## config.mk

```make
export PLATFORM = sky130hd
export DESIGN_NAME = xtal_startup_ctrl
export DESIGN_NICKNAME = d
export VERILOG_FILES = /design/src/rtl/xtal_startup_ctrl.sv
export SDC_FILE = /design/constraint.sdc
export NUM_CORES = 1
export LEC_CHECK = 0
export CAP_MARGIN = 25
export CORE_MARGIN = 2
export CORE_UTILIZATION = 30
export DETAILED_ROUTE_END_ITERATION = 10
export PLACE_DENSITY = 0.51
export SLEW_MARGIN = 15
export SYNTH_ARGS = -nofsm -noshare
export SYNTH_HDL_FRONTEND = slang
export SYNTH_SLANG_ARGS = --single-unit
```

## constraint.sdc

```tcl
create_clock -name clk -period 4.8 [get_ports clk]
set_clock_uncertainty 0.1 [all_clocks]
set_input_delay 0.96 -clock clk [delete_from_list [all_inputs] [get_ports clk]]
set_output_delay 0.96 -clock clk [all_outputs]
set_load 0.1 [all_outputs]
```

## src/rtl/xtal_startup_ctrl.sv

```systemverilog
// xtal_startup_ctrl: crystal pad enable, startup wait, edge-count qualification and loss watch with bounded retries
module xtal_startup_ctrl #(
  parameter int STARTUP_CYC = 1024,
  parameter int WIN_CYC     = 64,
  parameter int MIN_EDGES   = 4,
  parameter int MAX_EDGES   = 28,
  parameter int LOSS_CYC    = 16,
  parameter int MAX_RETRY   = 3,
  parameter int CW          = 16
) (
  input  logic       clk,
  input  logic       resetn,
  input  logic       xtal_req,
  input  logic       fault_clr,
  input  logic       xtal_clk,
  output logic       xtal_en,
  output logic       clk_sel,
  output logic       xtal_ok,
  output logic       xtal_fault,
  output logic [1:0] retry_cnt,
  output logic [2:0] state
);
  typedef enum logic [2:0] {OFF = 3'd0, START = 3'd1, CHECK = 3'd2, RUN = 3'd3, FAIL = 3'd4} st_t;
  localparam int EW = $clog2(WIN_CYC + 2);
  localparam logic [CW-1:0] T_START = CW'(STARTUP_CYC - 1);
  localparam logic [CW-1:0] T_WIN   = CW'(WIN_CYC - 1);
  localparam logic [CW-1:0] T_LOSS  = CW'(LOSS_CYC - 1);
  localparam logic [EW-1:0] E_MIN   = EW'(MIN_EDGES);
  localparam logic [EW-1:0] E_MAX   = EW'(MAX_EDGES);
  localparam logic [1:0]    R_MAX   = 2'(MAX_RETRY);
  st_t st, nst;
  logic [CW-1:0] tmr, ntmr;
  logic [EW-1:0] ecnt, necnt, nedge;
  logic [1:0] nretry;
  logic nfault, s1, s2, s3, edg, tz;
  assign edg = s2 & ~s3;
  assign tz = tmr == '0;
  assign nedge = (ecnt == '1) ? ecnt : ecnt + EW'(edg);
  assign state = st;
  always_comb begin
    nst = st;
    ntmr = tmr;
    necnt = ecnt;
    nretry = fault_clr ? 2'd0 : retry_cnt;
    nfault = xtal_fault & ~fault_clr;
    if (!xtal_req) begin
      nst = OFF;
      nretry = 2'd0;
    end else begin
      case (st)
        OFF: if (!nfault) begin
          nst = START;
          ntmr = T_START;
        end
        START: if (tz) begin
          nst = CHECK;
          ntmr = T_WIN;
          necnt = '0;
        end else ntmr = tmr - CW'(1);
        CHECK: begin
          necnt = nedge;
          if (tz) begin
            nst = (nedge >= E_MIN && nedge <= E_MAX) ? RUN : FAIL;
            ntmr = T_LOSS;
          end else ntmr = tmr - CW'(1);
        end
        RUN: if (edg) ntmr = T_LOSS;
        else if (tz) begin
          nst = FAIL;
          ntmr = T_LOSS;
        end else ntmr = tmr - CW'(1);
        FAIL: if (!tz) ntmr = tmr - CW'(1);
        else if (retry_cnt < R_MAX) begin
          nretry = retry_cnt + 2'd1;
          nst = START;
          ntmr = T_START;
        end else begin
          nfault = 1'b1;
          nst = OFF;
        end
        default: nst = OFF;
      endcase
    end
  end
  always_ff @(posedge clk or negedge resetn) begin
    if (!resetn) begin
      {s3, s2, s1} <= '0;
      st <= OFF;
      tmr <= '0;
      ecnt <= '0;
      retry_cnt <= '0;
      xtal_fault <= 1'b0;
      xtal_en <= 1'b0;
      clk_sel <= 1'b0;
      xtal_ok <= 1'b0;
    end else begin
      {s3, s2, s1} <= {s2, s1, xtal_clk};
      st <= nst;
      tmr <= ntmr;
      ecnt <= necnt;
      retry_cnt <= nretry;
      xtal_fault <= nfault;
      xtal_en <= nst inside {START, CHECK, RUN};
      clk_sel <= nst == RUN;
      xtal_ok <= nst == RUN;
    end
  end
endmodule

```

Word-level counts from Yosys, hierarchy flattened
Index checks and enable logic that the tools add are counted.
Word-level totals
  flip-flop bits (word level): 34
  input bits: 5
  output and inout port bits: 9
Operators by class
  add/sub/neg operators: 3
  magnitude comparators: 3
  equality and inequality tests: 11
  multiplexer cells: 29
  bitwise gates (word level): 4
  reductions and logical operators: 8
Operator list (count)
  two-way mux 16 bit: 6
  one-hot mux 16 bit (5 select lines): 1
  two-way mux 3 bit: 8
  logical NOT 16 bit: 1
  subtractor 16 x 1 -> 16 bit (second input constant): 1
  one-hot mux 3 bit (5 select lines): 1
  two-way mux 7 bit: 2
  one-hot mux 7 bit (2 select lines): 1
  equality test 3 x 2 -> 1 bit (second input constant): 4
  two-way mux 2 bit: 5
  adder 7 x 1 -> 7 bit: 1
  equality test 7 bit (second input constant): 1
  >= comparator 7 x 3 -> 1 bit (second input constant): 1
  <= comparator 7 x 5 -> 1 bit (second input constant): 1
  equality test 3 x 1 -> 1 bit (second input constant): 2
  two-way mux 1 bit: 5
  nonzero test 5 bit: 1
  != test 2 bit (second input constant): 2
  AND reduction 4 bit: 1
  equality test 3 bit (second input constant): 1
  logical NOT 3 bit: 1
  != test 3 bit (second input constant): 1
  AND reduction 3 bit: 1
  nonzero test 3 bit: 1
  6 further kinds: 8

Longest topological paths before layout
Gate-level depths: netlist of the first run.
  depth after elaboration: 12
  mapped depth: 10
  depth with buffers taken out: 8

Least setup slack after synthesis of the first run
No wires, ideal clock.
  kind: register to register
  start point: reg st[0], in the netlist state[0]
  end point: reg tmr[12]
  setup time: 0.077 ns
  arrival time: 2.333 ns
  path slack: 2.290 ns
  cell stages (with the launch flop): 7
  path through: dfrtp_1 -> buf_4 -> nor2_2 -> and3_1 -> a21o_4 -> or4_1 -> a21oi_1
Between the ends
  longest elaborated chain between the ends: 3
RTL lines
  start, declared: RTL line 31  | st_t st, nst;
  start signal, assigned: RTL line 98  | st <= nst;
  equality test 3 bit, or another cell as far along: RTL line 50  | case (st)
  != test 3 bit (no source line), or another cell as far along
  AND reduction 4 bit (no source line)
  end signal, assigned: RTL line 99  | tmr <= ntmr;
  end, declared: RTL line 32  | logic [CW-1:0] tmr, ntmr;
Parallel ways exist; a longest one is shown, timed or not.
A chain may end at the register's enable or synchronous reset.

Worst setup path after layout of the first run
  start point: reg st[2], in the netlist state[2]
  end point: out state[2]
RTL lines
  end, declared: RTL line 21  | output logic [2:0] state
No word-level cell between the ends.

==> results of run 1 <==
==> cell usage after synthesis, types with 2 or more instances <==
library cell  number  area (um^2)
xnor2_1            2        17.52
a21oi_1           23        115.1
a221oi_1           2        17.52
nor4_1             4        25.02
o21a_1             2        15.01
buf_4              3        22.52
nor3_2             2        20.02
o21ai_0           14        70.07
nand2_1           19        71.32
o32ai_1            3        26.28
or4_1              3        22.52
and2_1             5        31.28
ha_1               4        50.05
nor3b_1            2        15.01
nand3_1           10        50.05
o21ai_1            4        20.02
a2bb2oi_1          5        43.79
nand2b_1           2        12.51
a211oi_1           6        45.04
nor2b_1            4        25.02
or3b_2             2        17.52
o31ai_1            3        22.52
buf_2              5        25.02
and3_1             5        31.28
dfrtp_1           34        850.8
or4b_1             2        20.02
nor3_1             5        25.02
nor2_2             2        12.51
nor2_1            14        52.55
clkbuf_1           5        18.77
o41ai_1            2        17.52
a31oi_1            3        18.77
inv_1             16        60.06
o22ai_1            3        18.77
nand4_1            4        25.02
or3_1              5        31.28
buf_6              3        33.78
==> per-stage QoR <==
step                      total power, mW  setup WS (ps)  cells  area (um^2)
after CTS                          0.6053           1531    362         2512
after floorplan                    0.3530           2290    258         2268
after detailed placement           0.3725           1576    354         2417
final                              0.5946           1530    362         2512
after global placement             0.3727           1625    354         2417
after global routing               0.6277           1446    362         2512
==> routing by layer <==
layer | global-route usage | vias to the layer above | wire (um)
li1 | - | 979 | -
met1 | 0.2137 | 963 | 2947
met2 | 0.2099 | 46 | 2346
met3 | 0.02407 | 2 | 194
met4 | 0.03788 | 0 | 41
met5 | 0 | - | 0
==> flip-flops by register name, indices dropped and copies added, names as in the netlist <==
signal / cells
xtal_fault: 1
tmr: 16
s2: 1
retry_cnt: 2
s3: 1
state: 3
ecnt: 7
xtal_en: 1
s1: 1
xtal_ok: 1
==> cell type report <==
type	instances	area share
multi-input combinational	192	0.5005
sequential	34	0.3386
timing repair buffer	13	0.04980
tap	99	0.04930
clock buffer	6	0.03287
inverter	16	0.02390
clock inverter	2	0.004980
==> cells in the final DEF, fill, tap and decap left out, types with 5 or more instances in the layout <==
| master | count |
|---|---|
| nand2_1 | 19 |
| or3_1 | 5 |
| and3_1 | 5 |
| dfrtp_1 | 34 |
| nor2_1 | 14 |
| a211oi_1 | 6 |
| and2_1 | 5 |
| inv_1 | 16 |
| nor3_1 | 5 |
| o21ai_0 | 14 |
| nand3_1 | 10 |
| a2bb2oi_1 | 5 |
| clkdlybuf4s50_1 | 12 |
| a21oi_1 | 23 |
| clkbuf_8 | 6 |
==> where the power goes <==
| part | switching, mW | internal (mW) | total (mW) |
|---|---|---|---|
| Clock | 0.112 | 0.115 | 0.228 |
| Sequential | 0.00780 | 0.292 | 0.300 |
| Combinational | 0.0456 | 0.0211 | 0.0667 |
| Total | 0.166 | 0.429 | 0.595 |
==> path summary, 6_finish.rpt <==
check / slack, ps / end
max in group asynchronous: 3430 / retry_cnt[0]
hold / removal: 250 / s2
setup reg to reg: 1770 / state[0]
setup / recovery: 1530 / state[2]
hold reg to reg: 250 / s2
min in group asynchronous: 640 / ecnt[1]
==> logic make-up after synthesis <==
family          share of synthesized area
mux                              0.004413
buf+inv                           0.07060
flops                              0.3751
compound gates                     0.2510
fa+ha+maj                         0.02206
simple gates                       0.2692
xor+xnor                         0.007723
==> results.toml, run 1 <==
[grt]
track_usage = 0.1421
grt_max_degree = 35
antenna_found_initial = 0
grt_pass1_vias = 1905
grt_pass1_wl_mm = 9.625
overflow = 0

[detailed_routing]
wirelength_mm = 5.529
ant_nets = 0
first_pass_iters = 4
wl_per_cell_um = 15.27
drc = 0
drt_iter0_drc = 96
via_count = 1990
routed_via_density = 5.497

[cts]
clk_latency_ps = 290
cts_resized = 0
path_clk_slew_ps = 80
htree_levels = 2
clock-root-buffer = "clkbuf_8"
cts_setup_buffers = 0
cts_hold_buffers = 0
clock-sinks = 34
cts_buffers = 5
clockBufferDepth = 2
tritoncts = "yes"

[critical_path]
startpoint = "state[2]"
max_stage_delay_ps = 1240
worst-path-stages = 1
cp_top_family = "buffers and inverters"
arrival_ps = 2210
critical_path_buf_inv_count = 1
crit_path_end_kind = "output pin"
crit_required_ps = 3740
timing.rr.start = "s3"
r2r_cells = 8
path_cells = "clkdlybuf4s50_1"
cp_slowest_cell = "clkdlybuf4s50_1"
cp_max_fo = 15
worstSetupPathType = "reg -> out"
critPathLaunchType = "flop"

[floorplanning]
core_area_mm2 = 0.007292
die_area_mm2 = 0.008273
rows = 31
start_util = 0.3111
io_pins = 14
dieHeight_um = 90.96
die_w_um = 90.96

[cells_and_area]
num-fill-cells = 790
multiInputGateArea_mm2 = 0.001257
seq_area_um2 = 850.8
nets = 271
n_antenna_cell = 0
synthToLayoutAreaGrowth_pct = 10.76
layout-drive-gt1-share = 0.1065
fin_util = 0.3445

[sta]
hold_viol_final = 0
finalSetupTns_ps = 0
period_minus_slack_ps = 3270
rsz0062_at_grt = "no"
fmax_mhz = 305.8
finalSetupViolCount = 0
slew_headroom = 0.3530
fin_hold_ws_ps = 254.5
period_share = 0.6812
worstMarginPinSlew_ps = 967.5
slew_viol_final = 0

[hold_path]
hold_start = "s1"
hold_path_depth = 0
min-delay-path-class = "reg -> reg"

[synth]
ys.flop_type = "dfrtp_1"
avgSynthCellArea_um2 = 8.792
yosysSeqAreaShare = 0.3751
synthCells = 258
ys_types = 63
ys_ff_latch = 34
yosys_warnings = 0
synth-edff-count = 0
async_flop_share = 1.000
netlist_area_mm2 = 0.002268
syn_nets = 267

[placed_design]
io_buffers = 13
dp_hpwl_mm = 3.967
place.gp.congestion = 0.8411

[power]
max-vdd-ir-drop_mv = 0.08784
p_leak_nw = 0.9579
powerDensity_mw_per_mm2 = 236.7

[run_status]
outcome = "complete, no violations"

[flow_run]
maxCapViolations = 0
Note: power is estimated with default switching activity, not from simulation.
==> inputs of run 2 (changes only) <==
clock period = 3.1 ns   (was 4.8 ns; I/O delays follow)
==> run 2 against run 1 <==
Against the previous run: sequential share of layout area fell by 0.18 points; utilization up 0.19 points; combinational power up 57%; clock power grew 76%; routed wire length fell by 0.85%; design area up 0.55%; critical endpoint is now xtal_ok; largest cell class unchanged.
==> results.toml, run 2 (synthesized netlist as in run 1, its figures left out) <==
[critical_path]
worstSetupPathType = "reg -> reg"
cp_max_fo = 10
critPathLaunchType = "flop"
arrival_ps = 2750
crit_required_ps = 3190
crit_path_end_kind = "flop"

[run_status]
outcome = "complete, no violations"

[sta]
finalSetupViolCount = 0
rsz0062_at_grt = "no"
finalSetupTns_ps = 0
fmax_mhz = 375.6
period_minus_slack_ps = 2663
period_share = 0.8589
hold_viol_final = 0
slew_viol_final = 0
worstMarginPinSlew_ps = 761.0
timing.final.ws_setup_ps = 437.5
fin_hold_ws_ps = 265.8
slew_headroom = 0.4926

[cells_and_area]
layout_commonest_cell = "dfrtp_1"
seq_area_um2 = 850.8
nets = 274
finalNonFillerCells = 365
largest_register_ffs = 16
n_antenna_cell = 0
multiInputGateArea_mm2 = 0.001257
num-fill-cells = 811
mostFrequentLayoutCells = "dfrtp_1 (34), a21oi_1 (23), nand2_1 (19)"
largest_register = "tmr"
synthToLayoutAreaGrowth_pct = 11.36
layout-drive-gt1-share = 0.1504
finish.instance_area_mm2 = 0.002526

[grt]
antenna_found_initial = 0
grt_pass1_vias = 1915
track_usage = 0.1435
overflow = 0
grt_pass1_wl_mm = 9.618
grt_max_degree = 35

[cts]
cts_resized = 0
clock-sinks = 34
clockBufferDepth = 2
cts_buffers = 5
htree_levels = 2
path_clk_slew_ps = 70
tritoncts = "yes"
clk_latency_ps = 290
cts_hold_buffers = 0
cts_setup_buffers = 0
clock-root-buffer = "clkbuf_8"

[power]
p_leak_nw = 1.000
max-vdd-ir-drop_mv = 0.2209
powerDensity_mw_per_mm2 = 384.2

[floorplanning]
die_w_um = 90.96
die_area_mm2 = 0.008273
rows = 31
io_pins = 14
dieHeight_um = 90.96
core_area_mm2 = 0.007292
start_util = 0.3111

[detailed_routing]
via_count = 2006
ant_nets = 0
first_pass_iters = 4
wl_per_cell_um = 15.02
drc = 0
wirelength_mm = 5.482
routed_via_density = 5.496
drt_iter0_drc = 108

[placed_design]
place.gp.congestion = 0.8016
dp_slack_ps = 449.0
dp_hpwl_mm = 4.023
io_buffers = 13
place_inst = 357
placed_area_mm2 = 0.002417

[flow_run]
maxCapViolations = 0

[hold_path]
min-delay-path-class = "reg -> reg"
-- run 2: cell types whose count changed in the layout (fill, tap and decap cells not counted) --
| cell | previous run | this run |
|---|---|---|
| bufinv_16 | 0 | 1 |
| buf_4 | 0 | 12 |
| clkinv_2 | 1 | 2 |
| clkbuf_8 | 6 | 5 |
| clkinvlp_4 | 1 | 0 |
| clkdlybuf4s50_1 | 12 | 3 |
-- run 2: final timing paths --
path / from / end / slack [ps] / cells after the start
max: s3 / xtal_ok / 440 / 8
min: s1 / s2 / 270 / 0
max reg2reg: s3 / xtal_ok / 440 / 8
min reg2reg: s1 / s2 / 270 / 0
max in group asynchronous: resetn / tmr[11] / 2120 / 1
min in group asynchronous: resetn / ecnt[3] / 300 / 1
-- run 2: per-layer routing --
layer  global-route usage  part of all wire  vias to the layer above
met5                    0                 0                        -
li1                     -                 -                      978
met3              0.02241             0.039                        7
met4              0.05303             0.018                        0
met1               0.2091              0.51                      977
met2               0.2136              0.43                       44
-- run 2: critical path, cell delays in order (launching register included) --
cell      delay (ps)
dfrtp_1          370
nor2b_1          230
ha_1             250
ha_1             340
and3_1           250
nand4_1          130
a221oi_1         390
a31oi_1          220
a211oi_1         290
-- run 2: area by class of cell --
| type | instances | area share |
|---|---|---|
| tap | 99 | 0.04903 |
| clock buffer | 5 | 0.02724 |
| timing repair buffer | 16 | 0.04953 |
| multi-input combinational | 192 | 0.4978 |
| inverter | 16 | 0.02377 |
| clock inverter | 3 | 0.01585 |
| sequential | 34 | 0.3368 |
-- run 2: power by group --
group,internal (mW),switching (mW),total (mW)
logic,0.0343,0.0702,0.105
registers,0.453,0.0116,0.464
clock network,0.237,0.165,0.402
total,0.724,0.247,0.970
-- run 2: metrics by stage --
| stage | utilization | power, mW |
|---|---|---|
| 6_report | 0.3464 | 0.9705 |
| 2_1_floorplan | - | 0.5466 |
| 5_1_grt | 0.3464 | 1.026 |
| 4_1_cts | 0.3464 | 0.9897 |
| 3_5_place_dp | 0.3315 | 0.5779 |
| 3_3_place_gp | 0.3315 | 0.5787 |
==> inputs of run 3 (changes only) <==
GPL_ROUTABILITY_DRIVEN = 1   (was not set)
==> results of run 3 <==
Final layout, timing and power as in run 2 (identical DEF).
